File: config.mk
export PLATFORM = sky130hd
export DESIGN_NAME = deser_arbiter_flat
export DESIGN_NICKNAME = d
export VERILOG_FILES = /design/src/rtl/deser_arbiter_pkg.sv /design/src/rtl/deser_arbiter_if.sv /design/src/rtl/deser_arbiter_rr_picker.sv /design/src/rtl/deser_arbiter.sv /design/src/flat_wrapper.sv
export SDC_FILE = /design/constraint.sdc
export NUM_CORES = 1
export LEC_CHECK = 0
export BUFFER_PORTS_ARGS = -buffer_cell sky130_fd_sc_hd__buf_2
export CORE_MARGIN = 8
export CORE_UTILIZATION = 35
export DETAILED_ROUTE_END_ITERATION = 6
export HOLD_SLACK_MARGIN = 0.08
export PLACE_DENSITY = 0.59
export SYNTH_ARGS = -nofsm -noshare
export SYNTH_HDL_FRONTEND = slang
export SYNTH_SLANG_ARGS = --single-unit
File: constraint.sdc
create_clock -name clock_100KHz -period 4.9 [get_ports clock_100KHz]
set_input_delay 0.245 -clock clock_100KHz [delete_from_list [all_inputs] [get_ports clock_100KHz]]
set_output_delay 0.245 -clock clock_100KHz [all_outputs]
set_load 0.01 [all_outputs]
File: src/rtl/deser_arbiter_pkg.sv
// -----------------------------------------------------------------------------
// deser_arb_pkg
// Shared types and constants for the deserializer round-robin arbiter:
//   arb_state_t - controller FSM states
//   BYTE_W      - width of one transferred byte
//   DEF_N_REQ   - default number of requesters
// -----------------------------------------------------------------------------
package deser_arb_pkg;

    localparam int BYTE_W    = 8;
    localparam int DEF_N_REQ = 4;

    typedef enum logic [2:0] {
        IDLE,
        SHIFT,
        WAIT_RDY,
        FORWARD,
        ACK
    } arb_state_t;

endpackage

File: src/rtl/deser_arbiter_if.sv
// -----------------------------------------------------------------------------
// deser_arbiter_if
// Bundles the requester, deserializer and queue signals of deser_arbiter.
//   master : the arbiter side (drives grant/done, deserializer controls, queue)
//   slave  : the environment side (requesters, deserializer, queue)
// -----------------------------------------------------------------------------
interface deser_arbiter_if
    import deser_arb_pkg::*;
#(
    parameter int N_REQ = DEF_N_REQ,
    parameter int IDX_W = $clog2(N_REQ)
);
    // requester side
    logic [N_REQ-1:0]        req_in;
    logic [N_REQ*BYTE_W-1:0] req_byte_in;
    logic [N_REQ-1:0]        grant_out;
    logic [N_REQ-1:0]        done_out;
    // deserializer side
    logic                    des_data_out;
    logic                    des_write_out;
    logic                    des_status_in;
    logic                    des_data_ready_in;
    logic [BYTE_W-1:0]       des_data_in;
    logic                    des_ack_out;
    // queue side
    logic [BYTE_W-1:0]       q_data_out;
    logic [IDX_W-1:0]        q_src_out;
    logic                    q_valid_out;
    logic                    q_ready_in;
    logic                    mismatch_out;

    modport master (
        input  req_in, req_byte_in, des_status_in, des_data_ready_in, des_data_in, q_ready_in,
        output grant_out, done_out, des_data_out, des_write_out, des_ack_out,
               q_data_out, q_src_out, q_valid_out, mismatch_out
    );

    modport slave (
        output req_in, req_byte_in, des_status_in, des_data_ready_in, des_data_in, q_ready_in,
        input  grant_out, done_out, des_data_out, des_write_out, des_ack_out,
               q_data_out, q_src_out, q_valid_out, mismatch_out
    );

endinterface

File: src/rtl/deser_arbiter_rr_picker.sv
// -----------------------------------------------------------------------------
// rr_picker
// Combinational round-robin selector: finds the first set bit of req searching
// upward from ptr, wrapping modulo N_REQ.
//   req        in  N_REQ  request vector
//   ptr        in  IDX_W  search start position
//   win_onehot out N_REQ  one-hot winner (0 when no request)
//   win_idx    out IDX_W  index of the winner
//   win_valid  out 1      at least one request present
// -----------------------------------------------------------------------------
module rr_picker
    import deser_arb_pkg::*;
#(
    parameter int N_REQ = DEF_N_REQ,
    parameter int IDX_W = $clog2(N_REQ)
)(
    input  logic [N_REQ-1:0] req,
    input  logic [IDX_W-1:0] ptr,
    output logic [N_REQ-1:0] win_onehot,
    output logic [IDX_W-1:0] win_idx,
    output logic             win_valid
);

    always_comb begin
        int               pos;
        logic [IDX_W-1:0] pos_i;
        win_onehot = '0;
        win_idx    = '0;
        win_valid  = 1'b0;
        pos        = 0;
        pos_i      = '0;
        for (int k = 0; k < N_REQ; k++) begin
            pos = int'(ptr) + k;
            if (pos >= N_REQ) pos = pos - N_REQ;
            pos_i = IDX_W'(pos);
            if (!win_valid && req[pos_i]) begin
                win_valid         = 1'b1;
                win_onehot[pos_i] = 1'b1;
                win_idx           = pos_i;
            end
        end
    end

endmodule

File: src/rtl/deser_arbiter.sv
// -----------------------------------------------------------------------------
// deser_arbiter
// Shares one deserializer among N_REQ byte producers. The granted byte is
// shifted LSB-first through the write/status handshake, the reassembled byte
// is forwarded to the queue tagged with its source index, and the
// deserializer is acknowledged. A sticky flag records any byte that came back
// different from what was sent.
//   reset         in  asynchronous, active-high
//   clock_100KHz  in  system clock
//   bus           master modport of deser_arbiter_if (requesters,
//                 deserializer and queue signals; all outputs registered)
// -----------------------------------------------------------------------------
module deser_arbiter
    import deser_arb_pkg::*;
#(
    parameter int N_REQ = DEF_N_REQ,
    parameter int IDX_W = $clog2(N_REQ)
)(
    input  logic            reset,
    input  logic            clock_100KHz,
    deser_arbiter_if.master bus
);

    arb_state_t        state;
    logic [IDX_W-1:0]  ptr;
    logic [IDX_W-1:0]  idx_q;
    logic [BYTE_W-1:0] byte_q;
    logic [2:0]        cnt;

    logic [N_REQ-1:0]  win_onehot;
    logic [IDX_W-1:0]  win_idx;
    logic              win_valid;

    rr_picker #(.N_REQ(N_REQ), .IDX_W(IDX_W)) u_picker (
        .req        (bus.req_in),
        .ptr        (ptr),
        .win_onehot (win_onehot),
        .win_idx    (win_idx),
        .win_valid  (win_valid)
    );

    always_ff @(posedge clock_100KHz or posedge reset) begin
        if (reset) begin
            state             <= IDLE;
            ptr               <= '0;
            idx_q             <= '0;
            byte_q            <= '0;
            cnt               <= '0;
            bus.grant_out     <= '0;
            bus.done_out      <= '0;
            bus.des_data_out  <= 1'b0;
            bus.des_write_out <= 1'b0;
            bus.des_ack_out   <= 1'b0;
            bus.q_data_out    <= '0;
            bus.q_src_out     <= '0;
            bus.q_valid_out   <= 1'b0;
            bus.mismatch_out  <= 1'b0;
        end else begin
            case (state)
                IDLE: begin
                    // status high means the deserializer is empty and ready
                    if (bus.des_status_in && win_valid) begin
                        byte_q            <= bus.req_byte_in[{win_idx, 3'b000} +: BYTE_W];
                        idx_q             <= win_idx;
                        bus.grant_out     <= win_onehot;
                        bus.des_write_out <= 1'b1;
                        bus.des_data_out  <= bus.req_byte_in[{win_idx, 3'b000}];
                        cnt               <= '0;
                        state             <= SHIFT;
                    end
                end
                SHIFT: begin
                    // a bit is taken only on edges where the deserializer is ready
                    if (bus.des_write_out && bus.des_status_in) begin
                        cnt <= cnt + 3'd1;
                        if (cnt == 3'd7) begin
                            bus.des_write_out <= 1'b0;
                            bus.des_data_out  <= 1'b0;
                            state             <= WAIT_RDY;
                        end else begin
                            bus.des_data_out  <= byte_q[cnt + 3'd1];
                        end
                    end
                end
                WAIT_RDY: begin
                    if (bus.des_data_ready_in) begin
                        bus.q_data_out  <= bus.des_data_in;
                        bus.q_src_out   <= idx_q;
                        bus.q_valid_out <= 1'b1;
                        if (bus.des_data_in != byte_q) bus.mismatch_out <= 1'b1;
                        state           <= FORWARD;
                    end
                end
                FORWARD: begin
                    if (bus.q_ready_in) begin
                        bus.q_valid_out <= 1'b0;
                        bus.des_ack_out <= 1'b1;
                        // grant_out is already the one-hot of idx_q
                        bus.done_out    <= bus.grant_out;
                        ptr             <= (idx_q == IDX_W'(N_REQ - 1)) ? '0 : idx_q + 1'b1;
                        state           <= ACK;
                    end
                end
                ACK: begin
                    bus.des_ack_out <= 1'b0;
                    bus.done_out    <= '0;
                    bus.grant_out   <= '0;
                    state           <= IDLE;
                end
                default: state <= IDLE;
            endcase
        end
    end

endmodule

File: src/flat_wrapper.sv
// flat-port wrapper written by rule: the top's interface ports become plain ports
module deser_arbiter_flat import deser_arb_pkg::*;
#(
    parameter int N_REQ = DEF_N_REQ,
    parameter int IDX_W = $clog2(N_REQ)
)
  (reset, clock_100KHz, bus_req_in, bus_req_byte_in, bus_des_status_in, bus_des_data_ready_in, bus_des_data_in, bus_q_ready_in, bus_grant_out, bus_done_out, bus_des_data_out, bus_des_write_out, bus_des_ack_out, bus_q_data_out, bus_q_src_out, bus_q_valid_out, bus_mismatch_out);
  deser_arbiter_if #(.N_REQ(N_REQ), .IDX_W(IDX_W)) bus_i ();
  input  logic reset;
  input  logic clock_100KHz;
  input wire logic [$bits(bus_i.req_in)-1:0] bus_req_in;
  input wire logic [$bits(bus_i.req_byte_in)-1:0] bus_req_byte_in;
  input wire logic [$bits(bus_i.des_status_in)-1:0] bus_des_status_in;
  input wire logic [$bits(bus_i.des_data_ready_in)-1:0] bus_des_data_ready_in;
  input wire logic [$bits(bus_i.des_data_in)-1:0] bus_des_data_in;
  input wire logic [$bits(bus_i.q_ready_in)-1:0] bus_q_ready_in;
  output wire logic [$bits(bus_i.grant_out)-1:0] bus_grant_out;
  output wire logic [$bits(bus_i.done_out)-1:0] bus_done_out;
  output wire logic [$bits(bus_i.des_data_out)-1:0] bus_des_data_out;
  output wire logic [$bits(bus_i.des_write_out)-1:0] bus_des_write_out;
  output wire logic [$bits(bus_i.des_ack_out)-1:0] bus_des_ack_out;
  output wire logic [$bits(bus_i.q_data_out)-1:0] bus_q_data_out;
  output wire logic [$bits(bus_i.q_src_out)-1:0] bus_q_src_out;
  output wire logic [$bits(bus_i.q_valid_out)-1:0] bus_q_valid_out;
  output wire logic [$bits(bus_i.mismatch_out)-1:0] bus_mismatch_out;
  assign bus_i.req_in = bus_req_in;
  assign bus_i.req_byte_in = bus_req_byte_in;
  assign bus_i.des_status_in = bus_des_status_in;
  assign bus_i.des_data_ready_in = bus_des_data_ready_in;
  assign bus_i.des_data_in = bus_des_data_in;
  assign bus_i.q_ready_in = bus_q_ready_in;
  assign bus_grant_out = bus_i.grant_out;
  assign bus_done_out = bus_i.done_out;
  assign bus_des_data_out = bus_i.des_data_out;
  assign bus_des_write_out = bus_i.des_write_out;
  assign bus_des_ack_out = bus_i.des_ack_out;
  assign bus_q_data_out = bus_i.q_data_out;
  assign bus_q_src_out = bus_i.q_src_out;
  assign bus_q_valid_out = bus_i.q_valid_out;
  assign bus_mismatch_out = bus_i.mismatch_out;
  deser_arbiter #(.N_REQ(N_REQ), .IDX_W(IDX_W)) u_core (.reset(reset), .clock_100KHz(clock_100KHz), .bus(bus_i));
endmodule
==> results of run 1 <==
Yosys cell counts (all sizes together), types with 8 or more instances:
cell type | number | share of area
a21oi | 10 | 0.019
a22o | 9 | 0.030
buf | 8 | 0.024
dfrtp | 41 | 0.39
ha | 11 | 0.052
mux2 | 11 | 0.047
mux2i | 13 | 0.049
nand2 | 25 | 0.039
nand3 | 9 | 0.017
nor2 | 16 | 0.023
o21ai | 18 | 0.039
xnor2 | 8 | 0.027
flip-flops by register name (all words and copies together) (netlist names), 3 cells and up:
signal,flops
u_core.bus.q_data_out,8
u_core.bus.done_out,4
u_core.byte_q,8
u_core.state,3
u_core.cnt,3
u_core.bus.grant_out,4
per-layer routing:
metal | track usage | up-vias | routed length [µm]
met1 | 0.1938 | 1045 | 3293
met3 | 0.02228 | 10 | 347
met2 | 0.2088 | 68 | 3180
li1 | - | 1088 | -
met5 | 0 | - | 0
met4 | 0.05530 | 0 | 110
layout make-up:
type	instances	area [µm²]
sequential	41	1026
clock inverter	1	5.005
fill	733	4106
multi-input combinational	195	1499
timing repair buffer	73	370.4
inverter	7	26.28
clock buffer	7	96.34
tap	99	123.9
worst max-delay path by stage:
stage	start	end	cells after the start
2_1_floorplan	u_core.ptr[0]	u_core.bus.des_data_out	10
3_3_place_gp	u_core.ptr[0]	u_core.byte_q[0]	8
3_5_place_dp	u_core.ptr[0]	u_core.byte_q[0]	8
4_1_cts	u_core.ptr[0]	u_core.byte_q[0]	8
5_1_grt	u_core.ptr[0]	u_core.bus.des_data_out	8
6_report	u_core.ptr[0]	u_core.byte_q[0]	8
worst register-to-register path: cells and delay by family (launching register included):
kind / cells / cell delay [ns]
adder cells (fa/ha/maj): 1 / 0.52
AO/OA/AOI/OAI: 2 / 0.26
flip-flops: 1 / 0.73
AND/OR/NAND/NOR: 2 / 0.45
buffers and inverters: 1 / 0.25
multiplexers: 2 / 0.73
power by group through the flow:
stage                     logic, mW  registers, mW  clock network, mW
final                         0.392          0.506              0.246
after global routing          0.438          0.521              0.264
after CTS                     0.398          0.507              0.254
after detailed placement      0.396          0.514                  0
after global placement        0.387          0.511                  0
after floorplan               0.303          0.485                  0
kinds of logic (layout without fill, tap and decap cells):
logic type / after synthesis / in the layout
flops: 41 / 41
mux: 29 / 29
simple gates: 73 / 73
compound gates: 74 / 74
buf+inv: 22 / 88
fa+ha+maj: 11 / 11
xor+xnor: 8 / 8
==> qor.yml, run 1 <==
cts:
  holdBufCountCts: 0
  cts_resized: 0
  clk_latency_ns: 0.30
  clockRootBuffer: "clkbuf_8"
  clock_sinks: 41
  htree_levels: 2
  post_cts_buffers: 0
  clk_pin_slew_worst_paths_ns: 0.08
  cts_tree: "built"
  cts_buffers: 5
  cts.path.max_buffers: 2
logic_synthesis:
  netlist_area_mm2: 0.002630
  syn_nets: 318
  async_reset_ff_frac: 1.000
  synth-seq-cells: 41
  synth_xor_area_frac: 0.02664
  ys_warn_count: 0
  yosys_most_used_dff: "dfrtp_1"
  synthMuxAreaShare: 0.1394
  avgSynthCellArea_um2: 10.19
  synthAdderAreaFrac: 0.05233
  yosysUniqueCellTypes: 49
  synth_compound_area_frac: 0.2050
  yosys.area_share.simple: 0.1418
  synth-edff-count: 0
  ys_seq_area_frac: 0.3901
  synth_top_family_by_area: "compound AO/OA/AOI/OAI gates"
  synthCells: 258
final_layout:
  layout_commonest_cell: "buf_2"
  layout_common_cells: "71 x buf_2, 41 x dfrtp_1, 23 x nand2_1"
  diodes: 0
  fin_util: 0.4338
  areaGrowthSynthToFinish_pct: 19.65
  layoutNonFillerInstCount: 423
  stdcell_area_mm2: 0.003147
  fin_nets: 383
  drive_gt1_frac: 0.3364
power:
  power_mw: 1.145
  p_per_area_mw_per_mm2: 363.9
  clock_power_share: 0.215
  power_frac_seq: 0.442
  power_switching_uw: 398.4
  p_comb_frac: 0.343
  p_leak_nw: 1.518
  ir_drop_mv: 0.1389
  netSwitchingFraction: 0.3479
  p_int_uw: 746.8
route:
  routedWlPerCell_um: 16.39
  wl_um: 6932
  vias: 2211
  first_iter_violations: 83
  drtPass1Iterations: 4
  routed_via_density: 5.227
  drtAntennaViolNets: 0
  drcViolationCount: 0
timing:
  hold_viol_final: 0
  hold_slack_ns: 0.06602
  timing.final.ws_setup_ns: 1.820
  setup_tns_ns: 0
  slew_headroom: 0.3657
  finalSetupViolCount: 0
  fin_crit_ns: 3.080
  worst_pin_slew_ns: 0.9435
  fmax_mhz: 324.7
  clock_skew_ns: 0.009113
  slew_violations: 0
  rsz0062_at_grt: "no"
  post-route-period-util: 0.6285
critical_path:
  arrival_ns: 3.24
  critical_path.top_delay_family: "flip-flops"
  critPathKind: "reg2reg"
  reg2reg_from: "u_core.ptr[0]"
  crit_required_ns: 5.06
  worstRegToRegCells: 8
  max_stage_delay_ns: 0.73
  worst-path-buf-inv: 1
  cp_slowest_cell: "dfrtp_1"
  endpoint_kind: "flip-flop"
  cp-start-kind: "flip-flop"
  r2r_slack_ns: 1.82
  reg2reg_to: "u_core.byte_q[0]"
  crit_fanout: 15
  path_cells: "inv_1 -> ha_1 -> mux4_2 -> nor2b_4 -> o21ai_4 -> nand2_4 -> mux2i_1 -> o221ai_1"
die:
  rows: 31
  die_h_um: 102.7
  die-area_mm2: 0.01054
  core_area_mm2: 0.007253
  initial_core_util: 0.3626
  num_io_pins: 72
  die_x_um: 102.7
placed_design:
  pre_cts_slack_ns: 1.890
  place.gp.congestion: 0.8909
  port_buffers: 71
  place_hpwl_um: 5442
  dp_cells: 415
  placed_area_mm2: 0.003045
outcome:
  status: "complete, no violations"
global_route:
  overflow: 0
  grt_pass1_wl_um: 11590
  antenna_found_initial: 0
  track_usage: 0.1391
  grt_pass1_vias: 2287
  grt_max_degree: 42
min_path:
  hold_path.class: "in2async"
flow_run:
  max-cap-violations: 0
(Power assumes the default switching activity.)
==> inputs of run 2 (changes only) <==
--- a/config.mk
+++ b/config.mk
@@ -10,7 +10,7 @@
 export CORE_UTILIZATION = 35
 export DETAILED_ROUTE_END_ITERATION = 6
 export HOLD_SLACK_MARGIN = 0.08
-export PLACE_DENSITY = 0.59
+export PLACE_DENSITY = 0.61
 export SYNTH_ARGS = -nofsm -noshare
 export SYNTH_HDL_FRONTEND = slang
 export SYNTH_SLANG_ARGS = --single-unit
==> constraint.sdc (replaced) <==
create_clock -name clock_100KHz -period 2.6 [get_ports clock_100KHz]
set_input_delay 0.13 -clock clock_100KHz [delete_from_list [all_inputs] [get_ports clock_100KHz]]
set_output_delay 0.13 -clock clock_100KHz [all_outputs]
set_load 0.01 [all_outputs]
==> run 2 against run 1 <==
- global-route usage fell by 0.21 points
- flip-flop and latch count unchanged
- critical endpoint is now u_core.byte_q[1]
- combinational power rose by 100%
==> qor.yml, run 2 (synthesis results as in run 1) <==
power:
  p_per_area_mw_per_mm2: 654.6  # +80%
  power_switching_uw: 733.6  # +84%
  clock_power_share: 0.185  # -0.030
  p_leak_nw: 1.560  # +2.8%
  netSwitchingFraction: 0.3496  # +0.001707
  power_frac_seq: 0.439  # -0.003
  p_comb_frac: 0.377  # +0.034
  ir_drop_mv: 0.2736  # +97%
  power_mw: 2.098  # +83%
  p_int_mw: 1.365  # +83%
min_path:
  hold_path.class: "in2reg"
route:
  first_iter_violations: 127  # +53%
  drcViolationCount: 0  # unchanged
  routed_via_density: 5.171  # -1.1%
  drtPass1Iterations: 4  # unchanged
  vias: 2239  # +1.3%
  wl_um: 6899  # -0.48%
  drtAntennaViolNets: 0  # unchanged
  routedWlPerCell_um: 15.93  # -2.8%
global_route:
  track_usage: 0.1370  # -0.002076
  overflow: 0  # unchanged
  grt_pass1_wl_um: 11260  # -2.8%
  antenna_found_initial: 0  # unchanged
  grt_pass1_vias: 2335  # +2.1%
  grt_max_degree: 24  # -43%
critical_path:
  endpoint_kind: "flip-flop"
  crit_end: "u_core.byte_q[1]"
  arrival_ns: 2.55  # -0.69 ns
  r2r_slack_ns: 0.25  # -1.57 ns
  worstRegToRegCells: 9  # +1
  critPathKind: "reg2reg"
  crit_required_ns: 2.81  # -2.25 ns
  cp-start-kind: "flip-flop"
  reg2reg_to: "u_core.byte_q[1]"
  cp-startpoint: "u_core.ptr[1]"
  reg2reg_from: "u_core.ptr[1]"
  crit_fanout: 10  # -5
final_layout:
  areaGrowthSynthToFinish_pct: 21.88
  fin_nets: 395  # +3.1%
  layout_common_cells: "71 x buf_2, 41 x dfrtp_1, 23 x nand2_1"
  fin_util: 0.4420  # +0.008108
  top_regs: "u_core.bus.q_data_out: 8 flops, u_core.byte_q: 8 flops"
  drive_gt1_frac: 0.3503  # +0.01388
  stdcell_area_mm2: 0.003206  # +1.9%
  diodes: 0  # unchanged
  layoutNonFillerInstCount: 433  # +2.4%
  layout_commonest_cell: "buf_2"
die:
  initial_core_util: 0.3626  # unchanged
  rows: 31  # unchanged
  core_area_mm2: 0.007253  # unchanged
  die_x_um: 102.7  # unchanged
  die_h_um: 102.7  # unchanged
  die-area_mm2: 0.01054  # unchanged
  num_io_pins: 72  # unchanged
placed_design:
  port_buffers: 71  # unchanged
  dp_cells: 426  # +2.7%
  pre_cts_slack_ns: 0.2705  # -1.619 ns
  placed_area_mm2: 0.003122  # +2.5%
  place_hpwl_um: 5494  # +0.96%
  place.gp.congestion: 0.9615  # +7.9%
cts:
  cts_buffers: 5  # unchanged
  clock_sinks: 41  # unchanged
  cts_resized: 0  # unchanged
  htree_levels: 2  # unchanged
  cts_tree: "built"
  clk_pin_slew_worst_paths_ns: 0.08  # about the same
  clk_latency_ns: 0.29  # about the same
  cts.path.max_buffers: 2  # unchanged
  clockRootBuffer: "clkbuf_8"
timing:
  hold_viol_final: 0  # unchanged
  post-route-period-util: 0.9031  # +0.2746
  setup_tns_ns: 0  # unchanged
  rsz0062_at_grt: "no"
  fmax_mhz: 425.9  # +31%
  finalSetupViolCount: 0  # unchanged
  fin_crit_ns: 2.348  # -0.7316 ns
  clock_skew_ns: 0.003343  # -0.005770 ns
  slew_violations: 0  # unchanged
  slew_headroom: 0.4229  # +0.05718
  hold_slack_ns: 0.1017  # +0.03573 ns
  worst_pin_slew_ns: 0.8646  # -0.07887 ns
  timing.final.ws_setup_ns: 0.2521  # -1.568 ns
outcome:
  status: "complete, no violations"
flow_run:
  max-cap-violations: 0  # unchanged
run 2: cell count changes in the layout (fill, tap and decap cells not counted), sizes merged:
cell,previous run,this run
buf,73,84
clkbuf,7,5
dlygate4sd3,0,1
run 2: routing by layer:
metal | wire (µm) | part of all wire | vias up | global-route usage
met1 | 3332 | 0.48 | 1073 | 0.1855
met4 | 72 | 0.010 | 0 | 0.04515
li1 | - | - | 1109 | -
met5 | 0 | 0 | - | 0
met2 | 3131 | 0.45 | 53 | 0.2088
met3 | 364 | 0.053 | 4 | 0.03241
run 2: worst min-delay path by stage:
stage	startpoint	endpoint	slack, ns	cells after the start
after detailed placement	reset	u_core.bus.q_valid_out	0.36	2
after floorplan	bus_des_data_in[7]	u_core.bus.q_data_out[7]	0.28	1
after CTS	bus_des_data_in[5]	u_core.bus.q_data_out[5]	0.09	2
after global routing	bus_des_data_in[6]	u_core.bus.q_data_out[6]	0.09	2
after global placement	reset	u_core.bus.q_valid_out	0.38	2
final	bus_des_data_in[6]	u_core.bus.q_data_out[6]	0.10	2
run 2: area by class of cell:
cell class | instances | area (µm²)
Fill cell | 718 | 4048
Multi-Input combinational cell | 195 | 1493
Sequential cell | 41 | 1026
Timing Repair Buffer | 85 | 462.9
Tap cell | 99 | 123.9
Clock buffer | 5 | 68.82
Inverter | 7 | 26.28
Clock inverter | 1 | 5.005
run 2: timing repair:
action                                 in CTS  in global routing
buffers inserted                            0                  0
hold buffers                                1                  0
endpoints found under the hold margin      21                  0
run 2: critical path: stages, from the launching register on:
cell and delay (ns):
dfrtp_1 0.38, inv_1 0.18, ha_1 0.29, buf_4 0.17, nor2b_1 0.14, o21ai_0 0.18
a211oi_1 0.11, or3_1 0.49, a21o_1 0.24, o211ai_1 0.09
run 2: power by group through the flow:
stage,sequential [mW],clock (mW),combinational (mW)
after global routing,0.949,0.430,0.890
after detailed placement,0.935,0,0.794
after floorplan,0.914,0,0.571
after CTS,0.921,0.406,0.798
after global placement,0.933,0,0.779
final,0.920,0.388,0.791
